--- config.mk ---
export PLATFORM = sky130hd
export DESIGN_NAME = mac_operand_sequencer
export DESIGN_NICKNAME = d
export VERILOG_FILES = /design/src/rtl/mac_operand_sequencer.sv
export SDC_FILE = /design/constraint.sdc
export NUM_CORES = 1
export LEC_CHECK = 0
export BUFFER_PORTS_ARGS = -buffer_cell sky130_fd_sc_hd__buf_2
export CORE_MARGIN = 4
export CORE_UTILIZATION = 52
export CTS_BUF_LIST = sky130_fd_sc_hd__clkbuf_16
export DETAILED_ROUTE_END_ITERATION = 7
export GPL_TIMING_DRIVEN = 0
export PLACE_DENSITY = 0.81
export SYNTH_ARGS = -nofsm -noshare
export SYNTH_HDL_FRONTEND = slang
export SYNTH_SLANG_ARGS = --single-unit
export TNS_END_PERCENT = 50
--- constraint.sdc ---
create_clock -name clk -period 2.2 [get_ports clk]
set_input_delay 0.44 -clock clk [delete_from_list [all_inputs] [get_ports clk]]
set_output_delay 0.44 -clock clk [all_outputs]
set_load 0.05 [all_outputs]
--- src/rtl/mac_operand_sequencer.sv ---
// rtl/mac_operand_sequencer.sv - operand sequencer feeding one GenericMacUnit
//
// Purpose: on a start pulse, reads ACC_CYCLES operand pairs from two
// synchronous-read memories. It streams them into a MAC as newData pulses,
// captures the accumulated result and offers it on a valid/ready handshake.
//
// Optional feature macro: SEQ_PAUSE_EN (adds the pause input; stalls read issue).
//
// Ports:
//   clk, reset                 clock, synchronous active-high reset
//   start, base_a, base_b      run request and memory start addresses
//   mem_a_addr, mem_b_addr     memory read addresses
//   mem_rd                     shared read enable
//   mem_a_rdata, mem_b_rdata   memory read data (one cycle after mem_rd)
//   mac_reset, mac_newData     MAC control
//   mac_operandA, mac_operandB MAC operands
//   mac_AccResult              MAC accumulated result
//   pause                      issue stall (SEQ_PAUSE_EN only)
//   busy                       run in progress
//   result, result_valid       captured sum, valid while waiting for accept
//   result_ready               downstream accept
//
// ACC_LAT must be at least 1.

module mac_operand_sequencer #(
  parameter int BW_A       = 8,
  parameter int BW_B       = 8,
  parameter int ACC_CYCLES = 400,
  parameter int BW_ACC     = 25,
  parameter int ADDR_W     = 9,
  parameter int ACC_LAT    = 1
) (
  input  logic              clk,
  input  logic              reset,
  input  logic              start,
  input  logic [ADDR_W-1:0] base_a,
  input  logic [ADDR_W-1:0] base_b,
  output logic [ADDR_W-1:0] mem_a_addr,
  output logic [ADDR_W-1:0] mem_b_addr,
  output logic              mem_rd,
  input  logic [BW_A-1:0]   mem_a_rdata,
  input  logic [BW_B-1:0]   mem_b_rdata,
  output logic              mac_reset,
  output logic              mac_newData,
  output logic [BW_A-1:0]   mac_operandA,
  output logic [BW_B-1:0]   mac_operandB,
  input  logic [BW_ACC-1:0] mac_AccResult,
`ifdef SEQ_PAUSE_EN
  input  logic              pause,
`endif
  output logic              busy,
  output logic [BW_ACC-1:0] result,
  output logic              result_valid,
  input  logic              result_ready
);

  localparam int NW = (ACC_CYCLES > 1) ? $clog2(ACC_CYCLES) : 1;
  localparam int LW = (ACC_LAT > 1) ? $clog2(ACC_LAT + 1) : 1;
  localparam logic [NW-1:0] N_LAST   = NW'(ACC_CYCLES - 1);
  localparam logic [LW-1:0] LAT_LAST = LW'(ACC_LAT - 1);

  typedef enum logic [1:0] {IDLE, ISSUE, DRAIN, HOLD} state_t;

  state_t            state;
  logic [ADDR_W-1:0] baseA;
  logic [ADDR_W-1:0] baseB;
  logic [NW-1:0]     n;
  logic [LW-1:0]     latCnt;
  logic              clr;
  logic              rdPend;   // read issued last cycle, data on rdata now
  logic              stall;

`ifdef SEQ_PAUSE_EN
  assign stall = pause;
`else
  assign stall = 1'b0;
`endif

  assign mac_reset = reset | clr;

  always_ff @(posedge clk) begin
    if (reset) begin
      state        <= IDLE;
      baseA        <= '0;
      baseB        <= '0;
      n            <= '0;
      latCnt       <= '0;
      clr          <= 1'b0;
      rdPend       <= 1'b0;
      mem_rd       <= 1'b0;
      mem_a_addr   <= '0;
      mem_b_addr   <= '0;
      mac_newData  <= 1'b0;
      mac_operandA <= '0;
      mac_operandB <= '0;
      result       <= '0;
      result_valid <= 1'b0;
      busy         <= 1'b0;
    end else begin
      clr         <= 1'b0;
      rdPend      <= mem_rd;
      mac_newData <= rdPend;
      if (rdPend) begin
        mac_operandA <= mem_a_rdata;
        mac_operandB <= mem_b_rdata;
      end

      case (state)
        IDLE: begin
          if (start) begin
            // Read 0 is issued straight from IDLE so the first newData lands
            // three cycles after start; n then tracks the next index to issue.
            baseA      <= base_a;
            baseB      <= base_b;
            clr        <= 1'b1;
            busy       <= 1'b1;
            mem_rd     <= 1'b1;
            mem_a_addr <= base_a;
            mem_b_addr <= base_b;
            n          <= NW'(1);
            latCnt     <= '0;
            state      <= (ACC_CYCLES == 1) ? DRAIN : ISSUE;
          end
        end
        ISSUE: begin
          if (stall) begin
            mem_rd <= 1'b0;
          end else begin
            mem_rd     <= 1'b1;
            mem_a_addr <= baseA + ADDR_W'(n);
            mem_b_addr <= baseB + ADDR_W'(n);
            if (n == N_LAST) state <= DRAIN;
            else             n     <= n + NW'(1);
          end
        end
        DRAIN: begin
          mem_rd <= 1'b0;
          // Empty once the last read has left every stage, including newData.
          if (!mem_rd && !rdPend && !mac_newData) begin
            if (latCnt == LAT_LAST) begin
              result       <= mac_AccResult;
              result_valid <= 1'b1;
              state        <= HOLD;
            end else begin
              latCnt <= latCnt + LW'(1);
            end
          end
        end
        HOLD: begin
          if (result_ready) begin
            result_valid <= 1'b0;
            busy         <= 1'b0;
            state        <= IDLE;
          end
        end
        default: state <= IDLE;
      endcase
    end
  end

endmodule

# After elaboration in Yosys (flattened, before gate mapping)
# Index checks and enable logic that the tools add are counted.
[word_totals] word_cells=79 output_inout_bits=64 regBits=95
[op_classes] addsub=4 n_reduce_logical=21 eq_ne=10 bitwise=3 n_mux=25
[op_table] op="9-bit one-hot mux with 2 select lines" n=3
[op_table] op="9-bit two-way mux" n=4
[op_table] op="9-bit adder" n=2
[op_table] op="2-bit != test, second input constant" n=6
[op_table] op="3-bit AND reduction" n=4
[op_table] op="2-bit two-way mux" n=5
[op_table] op="9-bit by 1-bit adder with 9-bit output, second input constant" n=1
[op_table] op="9-bit == test, second input constant" n=1
[op_table] op="1-bit two-way mux" n=8
[op_table] op="2-bit one-hot mux with 4 select lines" n=1
[op_table] op="2-bit nonzero test" n=4
[op_table] op="1-bit one-hot mux with 2 select lines" n=3
[op_table] op="2-bit AND reduction" n=3
[op_table] op="5-bit AND reduction" n=1
[op_table] op="2-bit == test, second input constant" n=2
[op_table] op="4-bit AND reduction" n=1
[op_table] op="1-bit logical NOT" n=3
[op_table] op="1-bit one-hot mux with 3 select lines" n=1
[op_table] op="3-bit nonzero test" n=1
[op_table] op="2-bit by 1-bit == test with 1-bit output, second input constant" n=1
[op_table] op="1-bit logical AND" n=2
[op_table] op="2-bit logical NOT" n=1
[op_table] op="1-bit NOT" n=2
[op_table] op="2-bit OR reduction" n=1
[op_table] op="other kinds (2)" n=2

# Longest topological paths before layout
[depth] word_depth=5 depth_mapped=8 ltp_nobuf=8

# Worst setup path before layout
# Ideal clock, no wire load.
[synth_path] path_type="reg-to-reg" from="register n[0]" to="register mem_b_addr[6]" arrival_time_ns=1.924 setup_ns=0.079 stages_incl_launch_ff=9 slack_ns=0.196 synth_period_minus_slack_ns=2.004 path_cell_list="dfxtp_1 > ha_1 > inv_1 > fa_1 > nor2b_4 > o31a_1 > or4_1 > a41o_1 > a211oi_2"
[synth_between] elab_chain_len=2
[synth_lines] item="start: declaration" line_no="67" rtl="logic [NW-1:0] n;"
[synth_lines] item="start signal: assignment" line_no="133" rtl="else n <= n + NW'(1);"
[synth_lines] item="9-bit adder" line_no="131" rtl="mem_b_addr <= baseB + ADDR_W'(n);"
[synth_lines] item="9-bit one-hot mux with 2 select lines" line_no="108" rtl="case (state)"
[synth_lines] item="end signal: assignment" line_no="119" rtl="mem_b_addr <= base_b;"
[synth_lines] item="end signal: assignment" line_no="131"
[synth_lines] item="end: declaration" line_no="39" rtl="output logic [ADDR_W-1:0] mem_b_addr,"
# Every way passes these cells.
# A chain may end at the register's enable or synchronous reset.

# Worst setup path after layout
# Ends and elaborated chain as after synthesis.

==> impl_metrics.ini <==
[timing]
drv_slew = 0
hold_ws_ns = 0.319
fin_crit_sh_pct = 99.5
maxSlewHeadroom_pct = 58.2
setup_viol = 0
hold_viol_final = 0
tightestPinTransition_ns = 0.618
fmax_ghz = 0.457
skew_ns = 0.00908
finalCriticalPeriod_ns = 2.19
rsz0062_at_grt = true

[clocking]
cts_hold_buf = 0
clockBufferDepth = 2
htree_levels = 3
tritoncts = built
numCtsBuffers = 9
cts_root_buf = clkbuf_16
cts_sinks = 94
path_clk_slew_ns = 0.07
clock_latency_ns = 0.35

[worst_setup_path]
end_kind = flip-flop
critPathMaxFanout = 6
path_class = flip-flop to flip-flop
cp.required_ns = 2.47
startpoint_type = flip-flop
worstPathArrival_ns = 2.46

[floorplan]
row_count = 32
fp.dieW_um = 99.1
pin_count = 127
dieArea_sq_um = 9830
initial_core_util_pct = 54.8
core_sq_um = 7890
die_y_um = 99.1

[route]
avgRoutedWirePerCell_um = 16.2
drtAntennaViolNets = 0
route.met3.wl_um = 908
routed_via_density = 5.58
wl_met2_um = 6080
dr_total_vias = 4257
drtIter0Drc = 250
firstDrtPassIters = 5
wirelength_um = 12400
drc = 0
met1Wirelength_um = 5100
top_layer_used = met4

[finish]
utilization_pct = 69.4
nFillCells = 636
diodes = 0
final_area_sq_um = 5470
nNetsFinal = 743
synthToLayoutAreaGrowth_pct = 26.7
layout-drive-gt1-share_pct = 25.9

[pwr]
power.internal_mw = 3.82
switching_share_pct = 43.1
total_power_mw = 6.72
p_leak_nw = 2.46
ir_worst_vdd_uv = 658
power_density_nw_per_um2 = 1230
seqPwrFrac_pct = 33.2
combPwrFrac_pct = 40.6
p_clk_share_pct = 26.2
p_sw_mw = 2.90

[synthesis]
ys.flop_type = dfxtp_1
synthTopCellsByArea = dfxtp_1 (44%), nand2_1 (8.4%), a21oi_1 (7.1%)
synth.most_common_cell = nand2_1
syn_inst = 517
yosysTopAreaCell = dfxtp_1
ys_warn_count = 0
synthArstFlopShare_pct = 0
synth_cell_type_count = 49
synth_area_per_cell_sq_um = 8.35
synth-seq-cells = 94
synth_edf_count = 0
synth_common_cells = nand2_1 (97), dfxtp_1 (94), a21oi_1 (61)
syn_nets = 604
ys_seq_area_share_pct = 43.6
synth_top_cell_area_share_pct = 43.6
synth_area_sq_um = 4320

[flow_run]
cap_violations = 0

[placed_design]
port_buffers = 126
post_dp_cell_area_sq_um = 5080
place_hpwl_um = 9040
gp_congestion = 0.894

[worst_hold_path]
hold_class = input port to flip-flop

[run_status]
status = finished clean

[global_routing]
grt_pass1_vias = 4211
grt_overflow = 0
grt_pass1_wl_um = 19800
grt_start_max_net_pins = 19
grt.total_usage_pct = 24.7
antenna_found_initial = 0
## final timing paths
kind / start / to / slack, ns / cells after the start
setup / recovery: n[0] / mem_b_addr[6] / 0.01 / 8
hold / removal: mac_AccResult[16] / result[16] / 0.32 / 3
setup reg to reg: n[0] / mem_b_addr[6] / 0.01 / 8
hold reg to reg: result[12] / result[12] / 0.45 / 2
## placed cells by master, fill, tap and decap left out, types with 4 or more instances in the layout
cell,synthesis,final
ha_1,22,20
nor2b_1,5,4
xnor2_1,4,4
a21oi_1,61,61
nor2_1,56,56
and4_1,4,4
buf_2,9,135
clkbuf_1,18,16
o21ai_1,11,11
inv_1,13,12
nand2_1,97,97
clkbuf_16,0,9
a211oi_1,20,18
and3_1,5,5
a31oi_1,4,4
nand3_1,5,5
dfxtp_1,94,92
nor3_1,10,10
xor2_1,8,8
o21ai_0,7,7
mux2i_1,23,22
## cell type report
cell class	count	area [sq um]	share of cell area, %
clock buffers	9	225	4.12
flip-flops and latches	94	1890	34.5
multi-input cells	381	2300	42.1
inverters	14	52.6	0.960
plain buffers	27	114	2.08
repair buffers	129	653	11.9
well taps	102	128	2.33
clock inverters	7	109	1.99
## critical path, stage by stage (launching register included)
cell and delay, ns:
dfxtp_4 0.37, ha_4 0.17, inv_2 0.06, fa_2 0.24, nor2b_4 0.05, o31a_1 0.34, or4_1 0.41, a41o_1 0.27
a211oi_2 0.21
## sequential cells by signal (all words and copies together), names as in the netlist
| name | cells |
|---|---|
| baseA | 9 |
| baseB | 9 |
| busy | 1 |
| clr | 1 |
| mac_newData | 1 |
| mac_operandA | 8 |
| mac_operandB | 8 |
| mem_a_addr | 9 |
| mem_b_addr | 9 |
| mem_rd | 1 |
| n | 9 |
| rdPend | 1 |
| result | 25 |
| result_valid | 1 |
| state | 2 |
## routing by layer
layer	GRT usage (%)	vias to the layer above
met5	0	-
met4	10.7	0
met3	5.12	23
met2	42.3	179
met1	30.1	1990
li1	-	2065
## metrics by stage
step	std cells	setup slack, ns	setup TNS, ns
after global placement	745	-0.0747	-0.0747
after detailed placement	745	-0.0731	-0.123
final	763	0.0112	0
after global routing	763	-0.0485	-0.111
after floorplan	517	0.196	0
after CTS	760	0.00102	0
## kinds of logic (layout without fill, tap and decap cells)
| logic type | count (synthesis) | in the layout | share of synthesized area (%) |
|---|---|---|---|
| compound gates | 123 | 123 | 17.2 |
| mux | 24 | 24 | 5.59 |
| fa+ha+maj | 24 | 24 | 7.30 |
| flops | 94 | 94 | 43.6 |
| simple gates | 198 | 198 | 20.0 |
| buf+inv | 42 | 186 | 3.91 |
| xor+xnor | 12 | 12 | 2.43 |
## power by group through the flow
stage	registers [mW]	logic (mW)	clock network [mW]
floorplan	3.03	1.19	0
global placement	2.23	2.60	0
detailed placement	2.25	2.67	0
CTS	2.22	2.68	1.77
global route	2.27	2.93	1.86
finish	2.23	2.73	1.76
## what timing repair did
action                                  CTS  global route
pin swaps                                 0             4
cloned                                    0             0
resized for setup                         4            10
buffers inserted                          0             3
endpoints found under the setup margin    9            17
Power figures use the tool's default switching activity.
